$ cat config.mk
export PLATFORM = sky130hd
export DESIGN_NAME = qmr_fault_monitor
export DESIGN_NICKNAME = d
export VERILOG_FILES = /design/src/rtl/qmr_fault_monitor.sv
export SDC_FILE = /design/constraint.sdc
export NUM_CORES = 1
export LEC_CHECK = 0
export CORE_ASPECT_RATIO = 1.1
export CORE_MARGIN = 2
export CORE_UTILIZATION = 25
export CTS_BUF_LIST = sky130_fd_sc_hd__clkbuf_2 sky130_fd_sc_hd__clkbuf_4 sky130_fd_sc_hd__clkbuf_8
export DETAILED_ROUTE_END_ITERATION = 8
export GPL_ROUTABILITY_DRIVEN = 0
export GPL_TIMING_DRIVEN = 0
export PLACE_DENSITY = 0.53
export SETUP_SLACK_MARGIN = 0.5
export SKIP_LAST_GASP = 1
export SLEW_MARGIN = 25
export SYNTH_ARGS = -nofsm -noshare
export SYNTH_HDL_FRONTEND = slang
export SYNTH_SLANG_ARGS = --single-unit
export TNS_END_PERCENT = 10
$ cat constraint.sdc
create_clock -name clk -period 12.5 [get_ports clk]
set_input_delay 3.125 -clock clk [delete_from_list [all_inputs] [get_ports clk]]
set_output_delay 3.125 -clock clk [all_outputs]
set_load 0.02 [all_outputs]
$ cat src/rtl/qmr_fault_monitor.sv
// qmr_fault_monitor: watches per-ALU agreement counts from a five-way voter,
// tracks persistent disagreement, declares faulty ALUs, keeps saturating error
// statistics, derives an overall health state and raises a single-entry event
// stream (ALU fault / loss of majority) with a sticky overflow flag.
module qmr_fault_monitor #(
  parameter int CNT_W      = 16,
  parameter int PERSIST_TH = 4
) (
  input  logic             clk,
  input  logic             reset,
  input  logic             sample_valid,
  input  logic [2:0]       alu1_vote_count,
  input  logic [2:0]       alu2_vote_count,
  input  logic [2:0]       alu3_vote_count,
  input  logic [2:0]       alu4_vote_count,
  input  logic [2:0]       alu5_vote_count,
  input  logic             clear_faults,
  input  logic             clear_counters,
  output logic [CNT_W-1:0] err_cnt1,
  output logic [CNT_W-1:0] err_cnt2,
  output logic [CNT_W-1:0] err_cnt3,
  output logic [CNT_W-1:0] err_cnt4,
  output logic [CNT_W-1:0] err_cnt5,
  output logic [CNT_W-1:0] nomaj_cnt,
  output logic [4:0]       fault_mask,
  output logic [1:0]       health_state,
  output logic             evt_valid,
  input  logic             evt_ready,
  output logic [1:0]       evt_type,
  output logic [2:0]       evt_alu,
  output logic             evt_overflow
);

  // Streaks never need to count past the threshold, which is at most 15.
  localparam logic [3:0]       STREAK_TH = 4'(PERSIST_TH);
  localparam logic [CNT_W-1:0] CNT_MAX   = '1;
  localparam logic [1:0]       EVT_FAULT = 2'b01;
  localparam logic [1:0]       EVT_NOMAJ = 2'b10;

  typedef enum logic [1:0] {
    NORMAL   = 2'b00,
    DEGRADED = 2'b01,
    FAILED   = 2'b10
  } health_t;

  // Registered state
  logic [CNT_W-1:0] err_q [5];
  logic [CNT_W-1:0] nomaj_q;
  logic [3:0]       streak_q [5];
  logic [4:0]       mask_q;
  health_t          health_q;
  logic             failed_q;
  logic             nomaj_seen_q;
  logic             evt_valid_q;
  logic [1:0]       evt_type_q;
  logic [2:0]       evt_alu_q;
  logic             evt_ovf_q;

  // Next-state values
  logic [CNT_W-1:0] err_d [5];
  logic [CNT_W-1:0] nomaj_d;
  logic [3:0]       streak_d [5];
  logic [4:0]       mask_d;
  health_t          health_d;
  logic             failed_d;
  logic             nomaj_seen_d;
  logic             evt_valid_d;
  logic [1:0]       evt_type_d;
  logic [2:0]       evt_alu_d;
  logic             evt_ovf_d;

  // Decode helpers
  logic [2:0] votes [5];
  logic       majority;
  logic       accept_maj;
  logic       nomaj_sample;
  logic [4:0] disagree;
  logic [4:0] fault_set;
  logic [4:0] fault_rise;
  logic       nomaj_evt;
  logic [2:0] mask_pop;
  logic [2:0] rise_pop;
  logic [2:0] cand_count;
  logic [1:0] cand_type;
  logic [2:0] cand_alu;
  logic       can_load;
  logic       drop;

  // Classify the current sample: majority present, and which ALUs sit outside it.
  always_comb begin
    votes[0] = alu1_vote_count;
    votes[1] = alu2_vote_count;
    votes[2] = alu3_vote_count;
    votes[3] = alu4_vote_count;
    votes[4] = alu5_vote_count;
    majority = 1'b0;
    for (int i = 0; i < 5; i++) begin
      if (votes[i] >= 3'd3) majority = 1'b1;
    end
    accept_maj   = sample_valid && majority;
    nomaj_sample = sample_valid && !majority;
    disagree     = '0;
    for (int i = 0; i < 5; i++) begin
      disagree[i] = accept_maj && (votes[i] <= 3'd2);
    end
  end

  // Persistence streaks and sticky fault mask; a no-majority sample leaves streaks alone.
  always_comb begin
    fault_set = '0;
    for (int i = 0; i < 5; i++) begin
      streak_d[i] = streak_q[i];
      if (clear_faults) begin
        streak_d[i] = 4'd0;
      end else if (accept_maj) begin
        if (disagree[i]) begin
          if (streak_q[i] != STREAK_TH) streak_d[i] = streak_q[i] + 4'd1;
          fault_set[i] = (streak_q[i] >= (STREAK_TH - 4'd1));
        end else begin
          streak_d[i] = 4'd0;
        end
      end
    end
    mask_d       = clear_faults ? 5'b00000 : (mask_q | fault_set);
    fault_rise   = clear_faults ? 5'b00000 : (fault_set & ~mask_q);
    nomaj_evt    = nomaj_sample && !nomaj_seen_q && !clear_faults;
    nomaj_seen_d = clear_faults ? 1'b0 : (nomaj_seen_q | nomaj_sample);
  end

  // Saturating statistics; a same-cycle clear beats any increment.
  always_comb begin
    nomaj_d = nomaj_q;
    for (int i = 0; i < 5; i++) err_d[i] = err_q[i];
    if (clear_counters) begin
      nomaj_d = '0;
      for (int i = 0; i < 5; i++) err_d[i] = '0;
    end else begin
      for (int i = 0; i < 5; i++) begin
        if (disagree[i] && (err_q[i] != CNT_MAX)) err_d[i] = err_q[i] + CNT_W'(1);
      end
      if (nomaj_sample && (nomaj_q != CNT_MAX)) nomaj_d = nomaj_q + CNT_W'(1);
    end
  end

  // Health follows the new fault mask; FAILED latches until a fault clear.
  always_comb begin
    mask_pop = 3'd0;
    for (int i = 0; i < 5; i++) mask_pop = mask_pop + {2'b00, mask_d[i]};
    failed_d = clear_faults ? 1'b0
                            : (failed_q | nomaj_sample | (mask_pop >= 3'd3));
    if (failed_d)              health_d = FAILED;
    else if (mask_pop != 3'd0) health_d = DEGRADED;
    else                       health_d = NORMAL;
  end

  // Pick one event per cycle (no-majority first, then lowest ALU) and manage the holding register.
  always_comb begin
    rise_pop = 3'd0;
    for (int i = 0; i < 5; i++) rise_pop = rise_pop + {2'b00, fault_rise[i]};
    cand_count = rise_pop + {2'b00, nomaj_evt};
    cand_type  = EVT_FAULT;
    cand_alu   = 3'd0;
    if (nomaj_evt) begin
      cand_type = EVT_NOMAJ;
      cand_alu  = 3'd0;
    end else begin
      for (int i = 4; i >= 0; i--) begin
        if (fault_rise[i]) cand_alu = 3'(i + 1);
      end
    end
    can_load    = !evt_valid_q || evt_ready;
    evt_valid_d = evt_valid_q;
    evt_type_d  = evt_type_q;
    evt_alu_d   = evt_alu_q;
    if ((cand_count != 3'd0) && can_load) begin
      evt_valid_d = 1'b1;
      evt_type_d  = cand_type;
      evt_alu_d   = cand_alu;
    end else if (evt_valid_q && evt_ready) begin
      evt_valid_d = 1'b0;
    end
    drop      = (cand_count > 3'd1) || ((cand_count != 3'd0) && !can_load);
    evt_ovf_d = clear_faults ? 1'b0 : (evt_ovf_q | drop);
  end

  // Single state register; reset overrides every other input.
  always_ff @(posedge clk) begin
    if (reset) begin
      for (int i = 0; i < 5; i++) begin
        err_q[i]    <= '0;
        streak_q[i] <= 4'd0;
      end
      nomaj_q      <= '0;
      mask_q       <= 5'b00000;
      health_q     <= NORMAL;
      failed_q     <= 1'b0;
      nomaj_seen_q <= 1'b0;
      evt_valid_q  <= 1'b0;
      evt_type_q   <= 2'b00;
      evt_alu_q    <= 3'd0;
      evt_ovf_q    <= 1'b0;
    end else begin
      for (int i = 0; i < 5; i++) begin
        err_q[i]    <= err_d[i];
        streak_q[i] <= streak_d[i];
      end
      nomaj_q      <= nomaj_d;
      mask_q       <= mask_d;
      health_q     <= health_d;
      failed_q     <= failed_d;
      nomaj_seen_q <= nomaj_seen_d;
      evt_valid_q  <= evt_valid_d;
      evt_type_q   <= evt_type_d;
      evt_alu_q    <= evt_alu_d;
      evt_ovf_q    <= evt_ovf_d;
    end
  end

  assign err_cnt1     = err_q[0];
  assign err_cnt2     = err_q[1];
  assign err_cnt3     = err_q[2];
  assign err_cnt4     = err_q[3];
  assign err_cnt5     = err_q[4];
  assign nomaj_cnt    = nomaj_q;
  assign fault_mask   = mask_q;
  assign health_state = health_q;
  assign evt_valid    = evt_valid_q;
  assign evt_type     = evt_type_q;
  assign evt_alu      = evt_alu_q;
  assign evt_overflow = evt_ovf_q;

endmodule
==> results.sh <==
export IMPL_r2r_start="streak_q[0][0]"
export IMPL_grt_pass1_wl_mm=35.2
export IMPL_reg2reg_depth=15
export IMPL_avgSynthCellArea_um2=8.30
export IMPL_min_period_ns=7.30
export IMPL_crit_arrival_ns=7.60
export IMPL_dpl_cell_area_mm2=0.00858
export IMPL_path_cells="clkdlybuf4s50_1 > a21oi_2 > nand3_1 > clkbuf_1 > o21ai_1 > fa_1 > fa_1 > inv_1 > ha_1 > inv_1 > fa_1 > nand2_1 > o21ai_1 > inv_1 > o2111ai_1 > a21oi_1"
export IMPL_cts_buffers=17
export IMPL_wl_per_cell_um=16.5
export IMPL_antenna_cells=0
export IMPL_clk_latency_ns=0.44
export IMPL_drc=0
export IMPL_powerDensity_mw_per_mm2=102
export IMPL_cts_sinks=131
export IMPL_ir_drop_v=0.0000506
export IMPL_synth_top_flop_cell="dfxtp_1"
export IMPL_tritoncts="yes"
export IMPL_critical_path_startpoint="alu4_vote_count[0]"
export IMPL_grt_pass1_vias=6631
export IMPL_core_area_mm2=0.0270
export IMPL_critPathLaunchType="input port"
export IMPL_cts_max_path_buffers=2
export IMPL_hold_viol=0
export IMPL_ctsHoldBuffers=0
export IMPL_drive_gt1_share_pct=6.60
export IMPL_drv_slew=0
export IMPL_fp_dieArea_mm2=0.0287
export IMPL_die_h_um=178
export IMPL_relSlewSlack_pct=50.1
export IMPL_path_class="input port to register"
export IMPL_fin_tns_setup_ns=0
export IMPL_final_core_util_pct=33.7
export IMPL_path_buf_inv=5
export IMPL_first_pass_iters=5
export IMPL_ys_warn_count=0
export IMPL_synth_seq_area_share_pct=38.3
export IMPL_crit_family="adder cells"
export IMPL_hold_class="register to register"
export IMPL_area_delta_synth_final_pct=32.6
export IMPL_h_tree_depth=4
export IMPL_status="completed"
export IMPL_viasPerCell=5.17
export IMPL_endpoint_kind="register"
export IMPL_syn_nets=870
export IMPL_ys_ff_latch=131
export IMPL_grt_max_degree=17
export IMPL_max_slew_worst_pin_slew_ns=0.749
export IMPL_routed_via_count=6942
export IMPL_setup_violations=0
export IMPL_period_share_pct=58.4
export IMPL_crit_required_ns=12.80
export IMPL_cts_clk_slew_worst_paths_ns=0.07
export IMPL_cellLeakagePower_nw=2.83
export IMPL_fin_area_mm2=0.00907
export IMPL_rows=63
export IMPL_cpPeakStageDelay_ns=0.51
export IMPL_synth_async_reset_ratio_pct=0
export IMPL_grtUsageTotal_pct=15.4
export IMPL_path_max_fanout=10
export IMPL_wl_mm=22.2
export IMPL_postCtsSetupBuffers=0
export IMPL_timing_hold_ws_ns=0.459
export IMPL_synth_edf_count=0
export IMPL_timing_critical_path_to="evt_alu[1]"
export IMPL_io_pin_count=131
export IMPL_hpwlAfterDp_mm=16.2
export IMPL_crit_cells=16
export IMPL_final_antenna_net_count=0
export IMPL_netlist_area_mm2=0.00685
export IMPL_ys_types=57
export IMPL_initialDrtViolationCount=408
export IMPL_synthCells=825
export IMPL_root_buffer="clkbuf_8"
export IMPL_chipWidth_um=162
export IMPL_io_buffers=129
export IMPL_max_freq_ghz=0.137
export IMPL_maxCapViolCount=0
export IMPL_grt_overflow=0
export IMPL_nets=1018
export IMPL_initial_core_util_pct=25.4
export IMPL_finalClockSkew_ns=0.00992
export IMPL_r2r_end="evt_alu[1]"
export IMPL_cpMaxStageDelayCell="fa_1"
export IMPL_cts_resized_gates=0
export IMPL_min_path_cells=2
export IMPL_antenna_found_initial=1
export IMPL_rrSetupSlack_ns=8.63
export IMPL_rsz0062_at_grt="false"
## metrics by stage
step / std cells / worst slack (ns) / power [mW]
3_3_place_gp: 1311 / 4.79 / 0.483
6_report: 1342 / 5.20 / 0.924
2_1_floorplan: 825 / 6.02 / 0.457
5_1_grt: 1342 / 4.88 / 0.958
4_1_cts: 1342 / 5.22 / 0.937
3_5_place_dp: 1311 / 4.73 / 0.483
## layer usage
layer,share of wire [%],global-route usage [%],vias to the layer above
met1,45,19.5,3321
met3,6.4,4.58,20
li1,-,-,3418
met4,1.3,4.13,0
met2,47,25.7,183
met5,0,0,-
## sequential cells by signal, indices dropped and copies added, names as in the netlist
| register | cells |
|---|---|
| health_state | 2 |
| evt_type | 2 |
| err_q | 80 |
| streak_q | 20 |
| fault_mask | 5 |
| evt_overflow | 1 |
| nomaj_seen_q | 1 |
| evt_alu | 3 |
| evt_valid | 1 |
| nomaj_cnt | 16 |
## synth_stat cells, types with 7 or more instances
cell type | instances | area share (%)
a21oi_1 | 73 | 5.3
and4_1 | 11 | 1.4
clkbuf_1 | 20 | 1.1
o211ai_1 | 12 | 1.3
o21ai_0 | 52 | 3.8
a31oi_1 | 7 | 0.64
a21o_1 | 7 | 0.77
o2111ai_1 | 7 | 0.90
nand3_1 | 58 | 4.2
nor3_1 | 16 | 1.2
or3_1 | 46 | 4.2
ha_1 | 19 | 3.5
or2_2 | 7 | 0.64
o41ai_1 | 9 | 1.2
nor2_1 | 55 | 3.0
inv_1 | 35 | 1.9
nand4_1 | 42 | 3.8
and3_1 | 11 | 1.0
nand2_1 | 57 | 3.1
o31ai_1 | 24 | 2.6
xor2_1 | 16 | 2.0
buf_2 | 7 | 0.51
or4_1 | 31 | 3.4
dfxtp_1 | 131 | 38
## kinds of logic after synthesis
group / count (synthesis) / share of synthesized area (%)
and+or+nand+nor: 354 / 28.6
DFF: 131 / 38.3
buffers and inverters: 70 / 4.19
xor gates and xnor gates: 22 / 2.81
AOI/OAI and AO/OA: 218 / 20.3
muxes: 6 / 0.877
adders and majority gates: 24 / 4.94
## worst min-delay path: stages, from the launching register on
cell     delay (ns)
dfxtp_1        0.31
nand2_1        0.05
a21oi_1        0.05
## final cells by class
class / count / area [um^2]
buffer: 35 / 155
clock buffer: 22 / 290
clock inverter: 9 / 200
fill: 2899 / 17900
inverter: 35 / 131
multi-input combinational: 624 / 3940
sequential: 131 / 2620
tap: 357 / 447
timing repair buffer: 129 / 1290
## cell usage in the layout, fill, tap and decap left out, types with 20 or more instances in the layout
master	count
or4_1	31
or3_1	46
o21ai_0	52
clkdlybuf4s50_1	129
o31ai_1	24
dfxtp_1	131
nand2_1	57
inv_1	35
clkbuf_1	20
clkbuf_8	20
a21oi_1	73
nor2_1	55
nand3_1	58
nand4_1	42
## report_power, final
part | leakage (nW) | total, mW | switching, mW | internal (mW)
clock | 0.242 | 0.451 | 0.174 | 0.277
combinational | 1.53 | 0.0532 | 0.0378 | 0.0153
sequential | 1.06 | 0.420 | 0.00157 | 0.418
total | 2.83 | 0.924 | 0.214 | 0.710
## how the worst min path moves through the flow
stage / from / end / slack (ns)
floorplan: nomaj_seen_q / nomaj_seen_q / 0.44
CTS: evt_type[1] / evt_type[1] / 0.46
global route: evt_type[1] / evt_type[1] / 0.48
detailed placement: evt_type[1] / evt_type[1] / 0.45
global placement: evt_type[1] / evt_type[1] / 0.45
finish: evt_type[1] / evt_type[1] / 0.46
Note: power is estimated with default switching activity, not from simulation.
